File: src/rtl/clk_rst_seq_pkg.sv
// Shared definitions for the MMCM reset-and-lock sequencer: state encoding
// and the sizing helper for the shared timing counter.
package clk_rst_seq_pkg;

  typedef enum logic [2:0] {
    S_RST    = 3'd0,
    S_WAIT   = 3'd1,
    S_STABLE = 3'd2,
    S_REL    = 3'd3,
    S_RUN    = 3'd4,
    S_FAIL   = 3'd5
  } state_t;

  // The counter only has to reach (longest interval - 1), so $clog2 of the
  // longest interval is enough; never narrower than one bit.
  function automatic int cnt_width(input int a, input int b, input int c, input int d);
    int m;
    m = a;
    if (b > m) m = b;
    if (c > m) m = c;
    if (d > m) m = d;
    return (m > 1) ? $clog2(m) : 1;
  endfunction

endpackage

File: src/rtl/sync_2ff.sv
// Generic two-flop synchronizer for slow level signals crossing into clk.
// Both flops clear to 0 on the synchronous reset.
module sync_2ff #(
  parameter int WIDTH = 1
) (
  input  logic             clk,
  input  logic             rst,
  input  logic [WIDTH-1:0] d,
  output logic [WIDTH-1:0] q
);

  logic [WIDTH-1:0] meta;

  always_ff @(posedge clk) begin
    if (rst) begin
      meta <= '0;
      q    <= '0;
    end else begin
      meta <= d;
      q    <= meta;
    end
  end

endmodule

File: src/rtl/clk_rst_seq.sv
// MMCM reset/lock sequencer: pulses mmcm_rst, waits for a stable lock with
// bounded retries, then releases the downstream reset domains one by one.
module clk_rst_seq
  import clk_rst_seq_pkg::*;
#(
  parameter int RST_CYC    = 16,
  parameter int LOCK_TO    = 65536,
  parameter int STABLE_CYC = 1024,
  parameter int N_DOM      = 3,
  parameter int STAGE_CYC  = 64,
  parameter int MAX_RETRY  = 7
) (
  input  logic                           clki,
  input  logic                           rsti,
  input  logic                           mmcm_locked,
  input  logic                           sw_rst,
  input  logic                           clr_fail,
  output logic                           mmcm_rst,
  output logic [N_DOM-1:0]               dom_rst,
  output logic                           ready,
  output logic                           fail,
  output logic [$clog2(MAX_RETRY+1)-1:0] retry_cnt,
  output logic [2:0]                     state_o
);

  localparam int CNT_W = cnt_width(RST_CYC, LOCK_TO, STABLE_CYC, STAGE_CYC);
  localparam int STG_W = (N_DOM > 1) ? $clog2(N_DOM) : 1;
  localparam int RTY_W = $clog2(MAX_RETRY + 1);

  state_t             state, state_n;
  logic [CNT_W-1:0]   cnt, cnt_n;
  logic [STG_W-1:0]   stg, stg_n;
  logic [N_DOM-1:0]   dom_n;
  logic [RTY_W-1:0]   retry_n;
  logic               cnt_clr;
  logic               lock_s;

  sync_2ff #(.WIDTH(1)) u_lock_sync (
    .clk (clki),
    .rst (rsti),
    .d   (mmcm_locked),
    .q   (lock_s)
  );

  always_comb begin
    state_n = state;
    cnt_clr = 1'b0;
    stg_n   = stg;
    dom_n   = dom_rst;
    retry_n = retry_cnt;

    case (state)
      S_RST: begin
        if (cnt == CNT_W'(RST_CYC - 1)) state_n = S_WAIT;
      end
      S_WAIT: begin
        if (lock_s) begin
          state_n = S_STABLE;
        end else if (cnt == CNT_W'(LOCK_TO - 1)) begin
          retry_n = retry_cnt + 1'b1;
          state_n = (retry_cnt == RTY_W'(MAX_RETRY - 1)) ? S_FAIL : S_RST;
        end
      end
      S_STABLE: begin
        if (!lock_s) begin
          state_n = S_WAIT;
        end else if (cnt == CNT_W'(STABLE_CYC - 1)) begin
          state_n = S_REL;
          stg_n   = '0;
        end
      end
      S_REL: begin
        if (cnt == CNT_W'(STAGE_CYC - 1)) begin
          cnt_clr = 1'b1;
          for (int i = 0; i < N_DOM; i++) begin
            if (i == int'(stg)) dom_n[i] = 1'b0;
          end
          stg_n = stg + 1'b1;
          if (int'(stg) == N_DOM - 1) state_n = S_RUN;
        end
      end
      S_RUN: begin
      end
      S_FAIL: begin
        if (clr_fail) begin
          state_n = S_RST;
          retry_n = '0;
        end
      end
      default: state_n = S_RST;
    endcase

    // Software restart outranks lock loss; both are meaningless in FAIL.
    if (state != S_FAIL && sw_rst) begin
      state_n = S_RST;
      cnt_clr = 1'b1;
    end else if ((state == S_REL || state == S_RUN) && !lock_s) begin
      state_n = S_RST;
    end

    if (state_n == S_RUN && state != S_RUN) retry_n = '0;
    if (state_n == S_RST || state_n == S_FAIL) dom_n = '1;

    if (state_n != state || cnt_clr)
      cnt_n = '0;
    else if (state == S_RST || state == S_WAIT || state == S_STABLE || state == S_REL)
      cnt_n = cnt + 1'b1;
    else
      cnt_n = cnt;
  end

  // Output flags are decoded from the next state so they change in the same
  // register update as the state itself.
  always_ff @(posedge clki) begin
    if (rsti) begin
      state     <= S_RST;
      cnt       <= '0;
      stg       <= '0;
      dom_rst   <= '1;
      mmcm_rst  <= 1'b1;
      ready     <= 1'b0;
      fail      <= 1'b0;
      retry_cnt <= '0;
    end else begin
      state     <= state_n;
      cnt       <= cnt_n;
      stg       <= stg_n;
      dom_rst   <= dom_n;
      mmcm_rst  <= (state_n == S_RST) || (state_n == S_FAIL);
      ready     <= (state_n == S_RUN);
      fail      <= (state_n == S_FAIL);
      retry_cnt <= retry_n;
    end
  end

  assign state_o = state;

endmodule

File: config.mk
export PLATFORM = sky130hd
export DESIGN_NAME = clk_rst_seq
export DESIGN_NICKNAME = d
export VERILOG_FILES = /design/src/rtl/clk_rst_seq_pkg.sv /design/src/rtl/sync_2ff.sv /design/src/rtl/clk_rst_seq.sv
export SDC_FILE = /design/constraint.sdc
export NUM_CORES = 1
export LEC_CHECK = 0
export CORE_MARGIN = 2
export CORE_UTILIZATION = 61
export DETAILED_ROUTE_END_ITERATION = 16
export PLACE_DENSITY = 0.95
export SLEW_MARGIN = 20
export SYNTH_ARGS = -nofsm -noshare
export SYNTH_HDL_FRONTEND = slang
export SYNTH_HIERARCHICAL = 1
export SYNTH_SLANG_ARGS = --single-unit
File: constraint.sdc
create_clock -name clki -period 4.7 [get_ports clki]
set_clock_uncertainty 0.2 [all_clocks]
set_input_delay 0.94 -clock clki [delete_from_list [all_inputs] [get_ports clki]]
set_output_delay 0.94 -clock clki [all_outputs]
set_load 0.03 [all_outputs]
* Yosys cells after proc, flatten, opt, wreduce, memory -nomap -nowiden
Cells that the tools add are included.
** Word-level totals
- Bits in registers :: 32
- Latch bits :: 0
- Memory bits (writable) :: 0
- Memory bits (read-only) :: 0
- Input bits :: 5
- Output and inout bits :: 12
- Word-level logic and storage cells :: 85
- Memories kept :: 0
** Operators by class
- Add/sub/neg operators :: 3
- Multipliers :: 0
- Div/mod/pow operators :: 0
- Magnitude comparators :: 0
- Eq/ne operators :: 24
- Shift-type cells :: 0
- Mux-type cells :: 23
- Bitwise gates (word level) :: 0
- Reduce and logical (&&, ||, !) cells :: 23
** Operators with widths (count)
- $mux W3 :: 14
- $pmux W3 S6 :: 1
- $add A16 B1 Y16 const B :: 1
- $eq A16 B10 Y1 const B :: 1
- $eq A16 B16 Y1 const B :: 1
- $eq A16 B4 Y1 const B :: 1
- $eq A16 B6 Y1 const B :: 1
- $eq A3 B3 Y1 const B :: 5
- $ne A2 B2 Y1 const B :: 5
- $reduce_and A3 Y1 :: 3
- $reduce_and A4 Y1 :: 2
- $eq A3 B2 Y1 const B :: 2
- $logic_not A3 Y1 :: 2
- $logic_or A1 B1 Y1 :: 6
- $mux W2 :: 3
- $ne A3 B3 Y1 const B :: 2
- $pmux W3 S2 :: 1
- $reduce_or A2 Y1 :: 3
- $eq A2 B2 Y1 const A :: 2
- $pmux W2 S2 :: 1
- $reduce_bool A2 Y1 :: 2
- $add A3 B1 Y3 const B :: 1
- $eq A3 B1 Y1 const B :: 1
- $logic_and A1 B1 Y1 :: 3
- 7 further kinds :: 9

* Longest topological paths before layout
- Word-level depth :: 10
- Gate-level depth with buffers :: 8
- Depth with buffers taken out :: 7

* Hierarchy
The synthesis kept the hierarchy.
** Modules (own cells, without submodules)
- clk_rst_seq :: instances 1, cells each 216, area each 1760.4 um^2, sequential area each 600.6 um^2
- sync_2ff :: instances 1, cells each 4, area each 52.6 um^2, sequential area each 40.0 um^2

* Least setup slack after synthesis
Ideal clock, no wire load.
- Path type :: reg-to-reg
- Start :: reg cnt[0]
- End :: reg cnt[0]
- Setup time :: 0.072 ns
- Data arrival time :: 2.099 ns
- Required time :: 4.428 ns
- Setup slack :: 2.330 ns
- Cell stages (with the launch flop) :: 8
- Path buffers :: 0
- Period minus slack after synthesis :: 2.370 ns
- Path through :: dfxtp_1 -> ha_1 -> nand3_4 -> or4_1 -> o31ai_2 -> nor2_1 -> a21oi_4 -> mux2i_1
** On the way
- Cells in the longest elaborated chain, start to end :: 9
- Elaborated cells between the ends (all ways) :: 20
- Those cells by class :: add/sub: 1; eq/ne: 5; mux: 12; reduce/logical: 2
** Ends and longest elaborated chain
- start: declaration :: line clk_rst_seq.sv:31 : logic [CNT_W-1:0] cnt, cnt_n;
- start signal: assignment :: line clk_rst_seq.sv:126 : cnt <= cnt_n;
- $eq A16 B10 Y1 or $eq A16 B16 Y1 (tied branches) :: line clk_rst_seq.sv:67, clk_rst_seq.sv:59
- $mux W3, on equally long branches :: line clk_rst_seq.sv:67, clk_rst_seq.sv:59
- $mux W3, on equally long branches :: line clk_rst_seq.sv:65, clk_rst_seq.sv:57
- $pmux W3 S6 :: line clk_rst_seq.sv:52 : case (state)
- $mux W3 :: line clk_rst_seq.sv:97 : end else if ((state == S_REL || state == S_RUN) && !lock_s) begin
- $mux W3 :: line clk_rst_seq.sv:94 : if (state != S_FAIL && sw_rst) begin
- $ne A3 B3 Y1 :: line clk_rst_seq.sv:104 : if (state_n != state || cnt_clr)
- $logic_or A1 B1 Y1 :: line clk_rst_seq.sv:104
- $reduce_or A2 Y1 (no line)
Several ways; a longest one is shown, not always the timed one.
A chain may end at the register's enable or synchronous reset.

* Worst setup path in the final report
- Start :: reg state[0], in the netlist state_o[0]
- End :: out state_o[0]
** RTL lines
- start: declaration :: line clk_rst_seq.sv:30 : state_t state, state_n;
- start signal: assignment :: line clk_rst_seq.sv:125 : state <= state_n;
- end: declaration :: line clk_rst_seq.sv:23 : output logic [2:0] state_o
No word-level cell between the ends.

==> flow_summary_export.csv <==
group,metric,value,unit
final_layout,drive_gt1_share,8.82,%
clock_network,cts.sinks,32,
die,io_pins,17,
pwr,clkPwrFrac,35.6,%
setup_path,start_kind,"flop",
final_layout,area_delta_synth_final,13.4,%
setup_path,worstSetupPathType,"flop to output port",
setup_path,crit_chain,"clkdlybuf4s50_1",
pwr,internal-power,0.000355,W
setup_path,reg2reg_from,"cnt[0]$_SDFFE_PP0P_",
placement,dp_cells,261,
route,vias,1633,
pwr,pwr-share-seq,60.3,%
setup_path,reg2reg_slack,1980,ps
final_layout,fill_cells,211,
final_layout,antenna_cells,0,
sta,hold_slack,249,ps
clock_network,htreeDepth,2,
final_layout,register_area,641,um2
pwr,p_comb_share,4.0,%
setup_path,end_kind,"output port",
die,die_area,3420,um2
synth,syn_area_per_cell,8.24,um2
sta,maxSlewHeadroom,57.7,%
min_path,hold_end,"dom_rst[1]$_SDFFE_PP1P_",
placement,numPortBuffers,16,
synth,synth-seq-area-share,35.3,%
sta,fin_crit,2990,ps
clock_network,postCtsSetupRepairBufs,0,
clock_network,ctsResizeCount,0,
setup_path,r2r_end,"cnt[0]$_SDFFE_PP0P_",
sta,hold_violations,0,
final_layout,fin_area,2060,um2
route,wl_per_cell,13.9,um
synth,yosys_warnings,6,
route,postRouteAntennaNets,0,
setup_path,max_stage_delay,790,ps
pwr,peakVddDrop,0.233,mV
min_path,whs_path_depth,2,
global_routing,grt_overflow_total,0,
global_routing,grtUsageMet1,28.8,%
global_routing,grt_max_degree,20,
route,via_per_inst,6.07,
sta,fmax,335,MHz
sta,fin_setup_tns,0,ps
synth,syn-num-nets,231,
sta,timing.final.crit_share,63.6,%
clock_network,cts_tree,"built",
sta,worst_pin_slew,634,ps
synth,synth.most_common_cell,"nor2_1",
placement,hpwl,2.77,mm
global_routing,grtUsageMet3,7.47,%
synth,synth_edf_count,0,
min_path,hold_class,"flop to flop",
setup_path,r2r_cells,7,
route,wirelength,3.74,mm
global_routing,met2_usage,40.0,%
route,drcViolationCount,0,
pwr,swShare,22.0,%
die,die_h,58.5,um
synth,synth_cell_types,46,
clock_network,clkTransAtPathRegs,90,ps
route,drt_pass1_iterations,4,
synth,post-synth-top-area-fraction,35.3,%
global_routing,grt_usage,24.8,%
die,die_x,58.5,um
clock_network,insertion_delay,330,ps
synth,ys_top_cells_by_area,"dfxtp_1, nor2_1, xor2_1",
final_layout,fin_cells,269,
setup_path,worst-path-stages,1,
die,coreArea,2780,um2
global_routing,first_global_vias,1549,
synth,ys.flop_type,"dfxtp_1",
final_layout,layout.nets,248,
outcome,status,"complete, no violations",
setup_path,slowest_stage,"clkdlybuf4s50_1",
sta,slew_viol_final,0,
synth,async_flop_share,0,%
placement,place_area,2000,um2
run,maxCapViolCount,0,
setup_path,cp_top_family,"buffers and inverters",
route,drt_iter0_drc,59,
clock_network,cts.hold.buffers_added,0,
die,start_util,65.2,%
pwr,power-per-cell-area,221,nW/um2
global_routing,top_usage_layer,"met2",
sta,setup_viol_count_final,0,
clock_network,clock_path_buffers,2,
global_routing,grt_pass1_wl,6.47,mm
synth,syn_area,1810,um2
setup_path,timing.critical_path.buf_inv,1,
setup_path,critical_path_arrival,1850,ps
setup_path,cp_data_required_time,3560,ps
pwr,total_power,0.000454,W
setup_path,critPathMaxFanout,19,
sta,rsz0062_at_grt,"false",
die,num_rows,19,
final_layout,multiInputGateArea,1110,um2
synth,synth_top_area_cell,"dfxtp_1",
clock_network,clockRootBuffer,"clkbuf_4",
synth,synth_seq_cells,32,
synth,synth_cells,220,
pwr,power_switching,0.000100,W
min_path,hp-start,"dom_rst[1]$_SDFFE_PP1P_",
placement,gp_congestion,0.839,
pwr,p_leak,0.735,nW
clock_network,cts_buffers,5,
synth,synthTopCellsByCount,"nor2_1, dfxtp_1, nand2_1, nand3_1, xor2_1",
global_routing,antenna_found_initial,0,
==> power groups by stage <==
stage / Clock (W) / Sequential [W] / Combinational [W]
detailed placement: 0 / 0.000280 / 0.0000182
global route: 0.000176 / 0.000275 / 0.0000204
finish: 0.000162 / 0.000274 / 0.0000183
floorplan: 0 / 0.000280 / 0.0000106
CTS: 0.000166 / 0.000274 / 0.0000182
global placement: 0 / 0.000280 / 0.0000175
==> logic make-up after synthesis <==
logic type	synth area share, %
AO/OA/AOI/OAI	11.2
XOR/XNOR	8.21
adder cells (fa/ha/maj)	4.14
buffers and inverters	3.31
flip-flops	35.3
multiplexers	4.42
AND/OR/NAND/NOR	33.3
==> per-stage QoR <==
stage | utilization (%) | worst slack [ps]
floorplan | - | 2330
global placement | 71.8 | 1820
detailed placement | 71.8 | 1770
CTS | 73.9 | 1710
global route | 73.9 | 1640
finish | 73.9 | 1710
==> final cells by class <==
type | count | area share (%)
well taps | 31 | 1.89
multi-input cells | 172 | 54.1
repair buffers | 18 | 8.52
clock buffers | 8 | 2.86
inverters | 8 | 1.46
flip-flops and latches | 32 | 31.2
==> registers in the layout (all words and copies together), names as in the netlist <==
register and flops:
stg 2, fail 1, u_lock_sync/meta 1, ready 1, mmcm_rst 1, u_lock_sync/q 1
dom_rst 3, cnt 16, state_o 3, retry_cnt 3
==> worst max path at each step <==
stage                           from              endpoint  slack, ps
4_1_cts        state_o[2]$_SDFF_PP0_            state_o[2]       1710
3_3_place_gp                clr_fail   cnt[1]$_SDFFE_PP0P_       1820
2_1_floorplan    cnt[0]$_SDFFE_PP0P_   cnt[0]$_SDFFE_PP0P_       2330
5_1_grt        state_o[2]$_SDFF_PP0_            state_o[2]       1640
6_report       state_o[0]$_SDFF_PP0_            state_o[0]       1710
3_5_place_dp                  sw_rst  cnt[10]$_SDFFE_PP0P_       1770
==> metal layers <==
layer / wire length [um] / vias up / part of all wire [%]
li1: - / 801 / -
met1: 1650 / 761 / 44
met2: 1810 / 62 / 48
met3: 204 / 9 / 5.5
met4: 79 / 0 / 2.1
met5: 0 / - / 0
==> cells in the final DEF (no fill, tap or decap), drive strengths merged, types with 2 or more instances in the layout <==
cell type       n
clkbuf          8
nand2          21
or4             2
a211oi          7
inv             7
nor4            2
and3            5
o21ai           2
nor2b           6
ha              6
and2            2
buf             2
mux2i           8
nand4           7
nor2           37
a21oi           8
nor3            4
nand3          19
clkdlybuf4s50  16
xor2           11
dfxtp          32
xnor2           6
No activity file was read; power rests on OpenSTA's default activity.
